--- src/rtl/pwm_fade_ctrl.sv ---
// pwm_fade_ctrl: drives a PWM's step/duty/ena so its output ramps up, holds,
// ramps down and holds ("breathing"), with run-time prescale, increment,
// dwell length and loop control.
module pwm_fade_ctrl #(
    parameter int N  = 8,
    parameter int PW = 16
) (
    input  logic          clk,
    input  logic          rst,
    input  logic          ena,
    input  logic          start,
    input  logic          stop,
    input  logic          loop,
    input  logic [PW-1:0] prescale,
    input  logic [N-1:0]  inc,
    input  logic [7:0]    hold,
    output logic          step,
    output logic [N-1:0]  duty,
    output logic          busy,
    output logic          done
);

    typedef enum logic [2:0] {
        IDLE,
        UP,
        HOLD_HI,
        DOWN,
        HOLD_LO
    } state_t;

    localparam logic [N-1:0] MAX = '1;
    localparam logic [N-1:0] ONE = {{(N-1){1'b0}}, 1'b1};

    state_t         state, state_nx;
    logic [PW-1:0]  pcnt, pcnt_nx;
    logic [7:0]     hcnt, hcnt_nx;
    logic [N-1:0]   duty_nx;
    logic           done_nx;
    logic           tick;
    logic [N-1:0]   incx;
    logic [N:0]     up_sum;
    logic signed [N:0] dn_diff;

    // >= rather than == so that lowering prescale mid-count ticks at once
    assign tick    = ena && (pcnt >= prescale);
    assign incx    = (inc == '0) ? ONE : inc;
    assign up_sum  = {1'b0, duty} + {1'b0, incx};
    assign dn_diff = $signed({1'b0, duty}) - $signed({1'b0, incx});

    // Next-state, prescaler, dwell counter and saturating duty arithmetic
    always_comb begin
        state_nx = state;
        pcnt_nx  = pcnt;
        hcnt_nx  = hcnt;
        duty_nx  = duty;
        done_nx  = 1'b0;

        if (ena) begin
            pcnt_nx = tick ? '0 : pcnt + 1'b1;
        end

        if (stop) begin
            state_nx = IDLE;
            duty_nx  = '0;
            hcnt_nx  = '0;
        end else if (ena) begin
            case (state)
                IDLE: begin
                    duty_nx = '0;
                    if (start) begin
                        state_nx = UP;
                        pcnt_nx  = '0;
                    end
                end
                UP: begin
                    if (tick) begin
                        if (up_sum >= {1'b0, MAX}) begin
                            duty_nx  = MAX;
                            state_nx = HOLD_HI;
                            hcnt_nx  = '0;
                        end else begin
                            duty_nx = up_sum[N-1:0];
                        end
                    end
                end
                HOLD_HI: begin
                    if (tick) begin
                        if (hcnt == hold) begin
                            state_nx = DOWN;
                        end else begin
                            hcnt_nx = hcnt + 1'b1;
                        end
                    end
                end
                DOWN: begin
                    if (tick) begin
                        if (dn_diff <= 0) begin
                            duty_nx  = '0;
                            state_nx = HOLD_LO;
                            hcnt_nx  = '0;
                        end else begin
                            duty_nx = dn_diff[N-1:0];
                        end
                    end
                end
                HOLD_LO: begin
                    if (tick) begin
                        if (hcnt == hold) begin
                            if (loop) begin
                                state_nx = UP;
                            end else begin
                                state_nx = IDLE;
                                done_nx  = 1'b1;
                            end
                        end else begin
                            hcnt_nx = hcnt + 1'b1;
                        end
                    end
                end
                default: state_nx = IDLE;
            endcase
        end
    end

    // State and registered outputs; busy is taken from the next state so it
    // moves on the same edge as the transition
    always_ff @(posedge clk) begin
        if (rst) begin
            state <= IDLE;
            pcnt  <= '0;
            hcnt  <= '0;
            duty  <= '0;
            step  <= 1'b0;
            busy  <= 1'b0;
            done  <= 1'b0;
        end else begin
            state <= state_nx;
            pcnt  <= pcnt_nx;
            hcnt  <= hcnt_nx;
            duty  <= duty_nx;
            step  <= tick;
            busy  <= (state_nx != IDLE);
            done  <= done_nx;
        end
    end

endmodule

--- config.mk ---
export PLATFORM = sky130hd
export DESIGN_NAME = pwm_fade_ctrl
export DESIGN_NICKNAME = d
export VERILOG_FILES = /design/src/rtl/pwm_fade_ctrl.sv
export SDC_FILE = /design/constraint.sdc
export NUM_CORES = 1
export LEC_CHECK = 0
export ABC_AREA = 1
export CAP_MARGIN = 20
export CORE_UTILIZATION = 30
export CTS_BUF_LIST = sky130_fd_sc_hd__clkbuf_8
export CTS_CLUSTER_SIZE = 24
export DETAILED_ROUTE_END_ITERATION = 12
export PLACE_DENSITY = 0.53
export SLEW_MARGIN = 10
export SYNTH_ARGS = -nofsm -noshare
export SYNTH_HDL_FRONTEND = slang
export SYNTH_SLANG_ARGS = --single-unit
--- constraint.sdc ---
create_clock -name clk -period 3.1 [get_ports clk]
set_input_delay 0.31 -clock clk [delete_from_list [all_inputs] [get_ports clk]]
set_output_delay 0.31 -clock clk [all_outputs]
set_load 0.02 [all_outputs]
==> reports/results.txt, run 1 <==
row cnt - 39
number of synthesized flops with an enable pin - 0
Core Region - 0.0116 mm²
DRT Pass-1 Iters - 8
final wirelength - 8760 µm
mux cell area share after synthesis - 0%
Hold Path Sink - hcnt[7]
FF-to-FF path depth - 17
Post-Synth Adder-Cell Area - 12.9%
hold path start - hcnt[7]
worst skew pair latency - 0.29 ns
metal1 wirelength - 4240 µm
CP required - 3.24 ns
Max VDD drop - 160 µV
via/cell ratio - 4.62
crit-path cells - clkdlybuf4s50_1 > nor4_4 > a41o_1 > ha_1 > fa_2 > buf_4 > xor2_1 > nor2_1 > nand3_1 > nor2_2 > nand2_2 > nand3_2 > nand2_4 > nor2_8 > nand2_4 > nand2_1 > a21oi_1
vias in the first global route - 3,404
Max Fclk - 0.349 GHz
DRT iter0 DRCs - 136
startpoint type of the worst setup path - input pin
most frequent cell after synthesis - nand2_1
CTS max path bufs - 2
area delta synth->final - 24.0%
Crit path max-delay family - simple AND/OR/NAND/NOR gates
Fin. Hold Viols - 0
antenna violations before repair - 0
Post-Syn Instances - 556
Root Driver - clkbuf_8
Slew Viols, Final - 0
FF+latch count, synth - 38
DRC errors left - 2
CP bufs+invs - 2
die area - 0.0125 mm²
# setup viols final - 0
reg2reg start - duty[0]
power per cell area - 283 mW/mm²
period utilization - 92.5%
clock slew at reported path FFs - 0.08 ns
global-route usage over all layers - 14.8%
Worst Hold Class - flip-flop to flip-flop
Pleak - 2.16 nW
cell area after synthesis - 0.00361 mm²
GPL Wtd Cong - 0.917
Vias - 3,503
largest stage delay on the critical path - 0.53 ns
Worst Skew - 0.00451 ns
largest family of logic cells by synthesized area - simple AND/OR/NAND/NOR gates
MaxCap Viol Count - 0
share of total power in the clock network - 41.3%
area post-placement - 0.00430 mm²
die height - 112 µm
H-tree depth - 2
synth cell count leaders - nand2_1, inv_1, nor2_1
GRT overflow - 0
Worst Hold Depth - 2
top_reg_cell synth - dfxtp_1
first-pass GRT wire length - 15,400 µm
status - finished with violations
Max stage delay cell, worst path - clkdlybuf4s50_1
clock sink count - 38
n_diodes - 0
Max Used Layer - met4
DR WL met2 - 4200 µm
critical path arrival - 3.01 ns
failing checks - DRC
Switching Share - 25.3%
Post-Synth XOR/XNOR Area - 4.61%
Simple-Gate Fraction of Synth Area - 39.7%
Synth area leaders - dfxtp_1, nand2_1, ha_1, inv_1, nor2_1
Starting Density - 31.2%
most frequent CP cell - nand2_4
WL per Instance - 11.6 µm
YS warnings - 0
largest net degree at the start of global routing - 21
Syn Area/Cell - 6.49 µm²
CTS Buf Count - 5
crit path kind - input pin to flip-flop
syn_nets - 630
chip width - 112 µm
fillers - 1,209
Synth area leader - dfxtp_1
post-synthesis compound-gate area fraction - 9.89%
Psw - 0.320 mW
area share of the leading cell type in the synthesized netlist - 21.1%
share of cells above drive strength 1 - 13.7%
post-synthesis sequential area ratio - 21.1%
post-CTS setup buffers - 0
distinct cell type count after synthesis - 41
Final HPWL DP - 7200 µm
Final Net Count - 688
I/O Buffers - 48
max_slew headroom - 54.9%
routed length on met3 - 264 µm
worst hold slack - 0.521 ns
R2R Setup Slk - 0.61 ns
fin crit period - 2.87 ns
CP Max Fanout - 9
# IOs - 49
ANT nets after route - 0
combinational share of power - 19.2%
Seq pwr share - 39.5%
Int Pwr - 0.945 mW
RR Endpoint - hcnt[4]
CTS tree - done
Worst setup EP type - flip-flop
Slew @ Worst Pin - 0.676 ns
RSZ-0062 raised after global routing - no
asr flop ratio synth - 0%
fin area - 0.00447 mm²
-- worst min-delay path, delay by kind of cell (launching register included) --
kind            cells  cell delay (ns)
compound gates      1             0.05
flops               1             0.35
simple gates        1             0.08
-- cells by family after synthesis --
logic type | after synthesis
and+or+nand+nor | 303
DFF | 38
AOI/OAI and AO/OA | 59
buffers and inverters | 101
xor gates and xnor gates | 19
adders and majority gates | 36
-- worst max path at each step --
stage	from	endpoint	slack (ns)	cells after the start
after floorplan	inc[3]	hcnt[3]	0.70	18
after global placement	inc[1]	busy	-0.20	17
after detailed placement	inc[5]	busy	-0.22	18
after CTS	inc[5]	busy	0.08	18
after global routing	inc[3]	hcnt[4]	0.005	19
final	inc[4]	hcnt[4]	0.23	17
-- layer usage --
layer  track usage [%]  vias up
met4              2.43        0
met1              19.2     1563
li1                  -     1878
met3              2.29        6
met5                 0        -
met2              26.0       56
-- power groups by stage --
stage | clock network (mW) | logic, mW | registers [mW]
global route | 0.562 | 0.272 | 0.501
floorplan | 0 | 0.149 | 0.512
CTS | 0.536 | 0.244 | 0.499
global placement | 0 | 0.241 | 0.511
detailed placement | 0 | 0.242 | 0.511
finish | 0.523 | 0.243 | 0.499
-- stage by stage --
step	instances	util [%]	power [mW]	setup slack, ns	setup TNS (ns)
global placement	750	37.2	0.752	-0.200	-1.82
floorplan	556	-	0.660	0.698	0
finish	758	38.7	1.26	0.234	0
CTS	758	38.4	1.28	0.0816	0
global route	758	38.7	1.33	0.00505	0
detailed placement	750	37.2	0.753	-0.222	-2.08
-- layout by cell type, fill, tap and decap left out, types with 3 or more instances in the layout --
cell type | Yosys | final
nor2_2 | 5 | 5
a21oi_2 | 5 | 5
buf_4 | 0 | 17
a21oi_1 | 30 | 30
nor4_1 | 4 | 3
dfxtp_1 | 38 | 38
nand2_2 | 16 | 17
clkbuf_8 | 0 | 6
inv_2 | 9 | 9
xor2_1 | 10 | 10
inv_1 | 76 | 76
dlymetal6s2s_1 | 0 | 3
nand4_1 | 9 | 9
nand3_1 | 39 | 39
ha_1 | 34 | 34
nand3_2 | 4 | 4
nor2_1 | 54 | 54
nand2_4 | 3 | 3
nand2_1 | 148 | 147
o21ai_0 | 13 | 13
xnor2_1 | 9 | 9
clkdlybuf4s50_1 | 0 | 45
nor3_1 | 9 | 9
-- flip-flops by register name, summed over array words and instances (netlist names) --
signal,flops
busy,1
done,1
step,1
state,3
hcnt,8
duty,8
pcnt,16
-- timing repair --
| item | CTS | global route |
|---|---|---|
| endpoints found under the setup margin | 0 | 15 |
| hold buffers | 0 | 0 |
| gates resized for setup | 0 | 7 |
-- area by class of cell --
type	instances	area, µm²	area share [%]
clock buffers	6	82.6	1.85
clock inverters	2	60.1	1.34
inverters	87	332	7.42
multi-input cells	417	2440	54.6
flip-flops and latches	38	761	17.0
well taps	143	179	4.00
repair buffers	65	616	13.8
Power figures use the tool's default switching activity.
==> run 2, diff against run 1 <==
Settings changed: CAP_MARGIN 20 to 25, CORE_MARGIN from default to 1.5, SETUP_SLACK_MARGIN from default to 0.5.
==> reports/results.txt, run 2 (synthesis results as in run 1) <==
worst skew pair latency - 0.29 ns (about the same)
Max Fclk - 0.394 GHz (was 0.349 GHz)
vias in the first global route - 3,526 (was 3,404)
fin crit period - 2.54 ns (was 2.87 ns)
Worst setup EP type - flip-flop (unchanged)
clock slew at reported path FFs - 0.08 ns (about the same)
critical path arrival - 2.69 ns (was 3.01 ns)
final wirelength - 9270 µm (was 8760 µm)
most frequent cells in the layout - nand2_1, inv_1, nor2_1, clkdlybuf4s50_1, dfxtp_1 (was nand2_1, inv_1, nor2_1, clkdlybuf4s50_1, nand3_1)
ANT nets after route - 0 (unchanged)
largest net degree at the start of global routing - 21 (unchanged)
chip width - 113 µm (was 112 µm)
DRT Pass-1 Iters - 6 (was 8)
n_diodes - 0 (unchanged)
Fin. Hold Viols - 0 (unchanged)
area delta synth->final - 30.3% (was 24.0%)
largest stage delay on the critical path - 0.35 ns (was 0.53 ns)
Slew Viols, Final - 0 (unchanged)
# setup viols final - 0 (unchanged)
largest register by flop count - pcnt (unchanged)
Pleak - 2.19 nW (was 2.16 nW)
crit path launch - inc[0] (was inc[4])
max_slew headroom - 45.9% (was 54.9%)
area post-placement - 0.00432 mm² (was 0.00430 mm²)
MaxCap Viol Count - 0 (unchanged)
Final Net Count - 701 (was 688)
Setup WS post-layout - 0.559 ns (was 0.234 ns)
Seq pwr share - 43.9% (was 39.5%)
setup tns final - 0 ns (unchanged)
max FFs per register - 16 (unchanged)
share of total power in the clock network - 32.1% (was 41.3%)
CP required - 3.25 ns (was 3.24 ns)
Max VDD drop - 178 µV (was 160 µV)
Worst Hold Depth - 2 (unchanged)
commonest non-fill, non-tap cell in the layout - nand2_1 (unchanged)
worst hold slack - 0.528 ns (was 0.521 ns)
metal1 wirelength - 4450 µm (was 4240 µm)
Switching Share - 30.1% (was 25.3%)
routed length on met3 - 217 µm (was 264 µm)
Final Util - 40.6% (was 38.7%)
hold path start - duty[7] (was hcnt[7])
Starting Density - 31.2% (unchanged)
Vias - 3,581 (was 3,503)
DRC errors left - 0 (was 2)
FF-to-FF path depth - 17 (unchanged)
GPL Wtd Cong - 0.883 (was 0.917)
global-route usage over all layers - 15.3% (was 14.8%)
Core Region - 0.0116 mm² (unchanged)
Psw - 0.343 mW (was 0.320 mW)
CTS tree - done (unchanged)
startpoint type of the worst setup path - input pin (unchanged)
combinational share of power - 24.0% (was 19.2%)
Worst Skew - 0.00681 ns (was 0.00451 ns)
DRT iter0 DRCs - 95 (was 136)
pre-CTS WS - -0.203 ns (was -0.222 ns)
antenna violations before repair - 0 (unchanged)
Int Pwr - 0.795 mW (was 0.945 mW)
Slew @ Worst Pin - 0.810 ns (was 0.676 ns)
die height - 113 µm (was 112 µm)
WL per Instance - 12.0 µm (was 11.6 µm)
share of cells above drive strength 1 - 22.5% (was 13.7%)
period utilization - 82.0% (was 92.5%)
row cnt - 39 (unchanged)
crit-path cells - dlygate4sd2_1 > a41o_1 > buf_6 > ha_4 > fa_2 > inv_2 > nand3_2 > nand2_1 > nand2_1 > nand2_2 > nand3_2 > nor2_2 > nand2_2 > nand3_4 > nand2_4 > nor2_8 > nand2_8 > nand2_2 > a21oi_2 (was clkdlybuf4s50_1 > nor4_4 > a41o_1 > ha_1 > fa_2 > buf_4 > xor2_1 > nor2_1 > nand3_1 > nor2_2 > nand2_2 > nand3_2 > nand2_4 > nor2_8 > nand2_4 > nand2_1 > a21oi_1)
via/cell ratio - 4.64 (was 4.62)
most frequent CP cell - nand2_2 (was nand2_4)
Max stage delay cell, worst path - fa_2 (was clkdlybuf4s50_1)
biggest regs - pcnt x16, duty x8, hcnt x8 (unchanged)
die area - 0.0127 mm² (was 0.0125 mm²)
Final HPWL DP - 7230 µm (was 7200 µm)
# IOs - 49 (unchanged)
CTS max path bufs - 2 (unchanged)
crit path kind - input pin to flip-flop (unchanged)
DR WL met2 - 4500 µm (was 4200 µm)
Root Driver - clkbuf_8 (unchanged)
first-pass GRT wire length - 16,300 µm (was 15,400 µm)
GRT overflow - 0 (unchanged)
fin area - 0.00470 mm² (was 0.00447 mm²)
CP Max Fanout - 8 (was 9)
Max Used Layer - met4 (unchanged)
reg2reg start - duty[0] (unchanged)
status - finished, final reports clean (was finished with violations)
Worst Hold Class - flip-flop to flip-flop (unchanged)
I/O Buffers - 48 (unchanged)
H-tree depth - 2 (unchanged)
power per cell area - 242 mW/mm² (was 283 mW/mm²)
clock sink count - 38 (unchanged)
CTS Buf Count - 5 (unchanged)
RSZ-0062 raised after global routing - yes (was no)
[run 2: cell types whose count changed in the layout (fill, tap and decap cells not counted), sizes merged]
cell           delta
buf              +15
clkdlybuf4s50     -5
clkbuf            +4
dlymetal6s2s      -3
bufinv            -2
clkinv            +1
clkinvlp          +1
dlygate4sd2       +1
nor2              +1
[run 2: routing by layer]
metal	vias up	GRT usage [%]
met5	-	0
met4	0	3.63
met3	8	2.27
met2	50	26.7
met1	1615	19.8
li1	1908	-
[run 2: cell type report]
class / instances / area, µm²
fill: 1196 / 6870
multi-input combinational: 418 / 2640
sequential: 38 / 761
timing repair buffer: 77 / 689
inverter: 87 / 332
tap: 143 / 179
clock buffer: 6 / 82.6
clock inverter: 2 / 12.5
[run 2: power groups by stage]
stage	registers [mW]	clock network, mW	logic (mW)
2_1_floorplan	0.512	0	0.149
3_3_place_gp	0.511	0	0.241
3_5_place_dp	0.511	0	0.243
4_1_cts	0.500	0.376	0.250
5_1_grt	0.501	0.394	0.305
6_report	0.500	0.365	0.273
[run 2: what timing repair did]
item                                    4_1_cts  5_1_grt
endpoints found under the hold margin         0        0
endpoints found under the setup margin       20       20
setup buffers                                 4        6
hold buffers                                  0        0
resized for setup                            34       53
gates cloned                                  1        0
pin swaps                                    15       24
[run 2: worst paths after layout]
path / slack (ns) / end
worst min-delay path: 0.53 / duty[7]
worst max-delay path: 0.56 / hcnt[4]
worst max register to register: 0.62 / hcnt[4]
worst min register to register: 0.53 / duty[7]
[run 2: metrics by stage]
step           total power [mW]  std cells
2_1_floorplan             0.660        556
3_3_place_gp              0.752        752
3_5_place_dp              0.754        752
4_1_cts                    1.13        765
5_1_grt                    1.20        771
6_report                   1.14        771
[run 2: critical path, delay by kind of cell]
kind / cells / cell delay, ns
compound gates: 2 / 0.29
buf+inv: 3 / 0.44
simple gates: 12 / 1.13
fa+ha+maj: 2 / 0.50
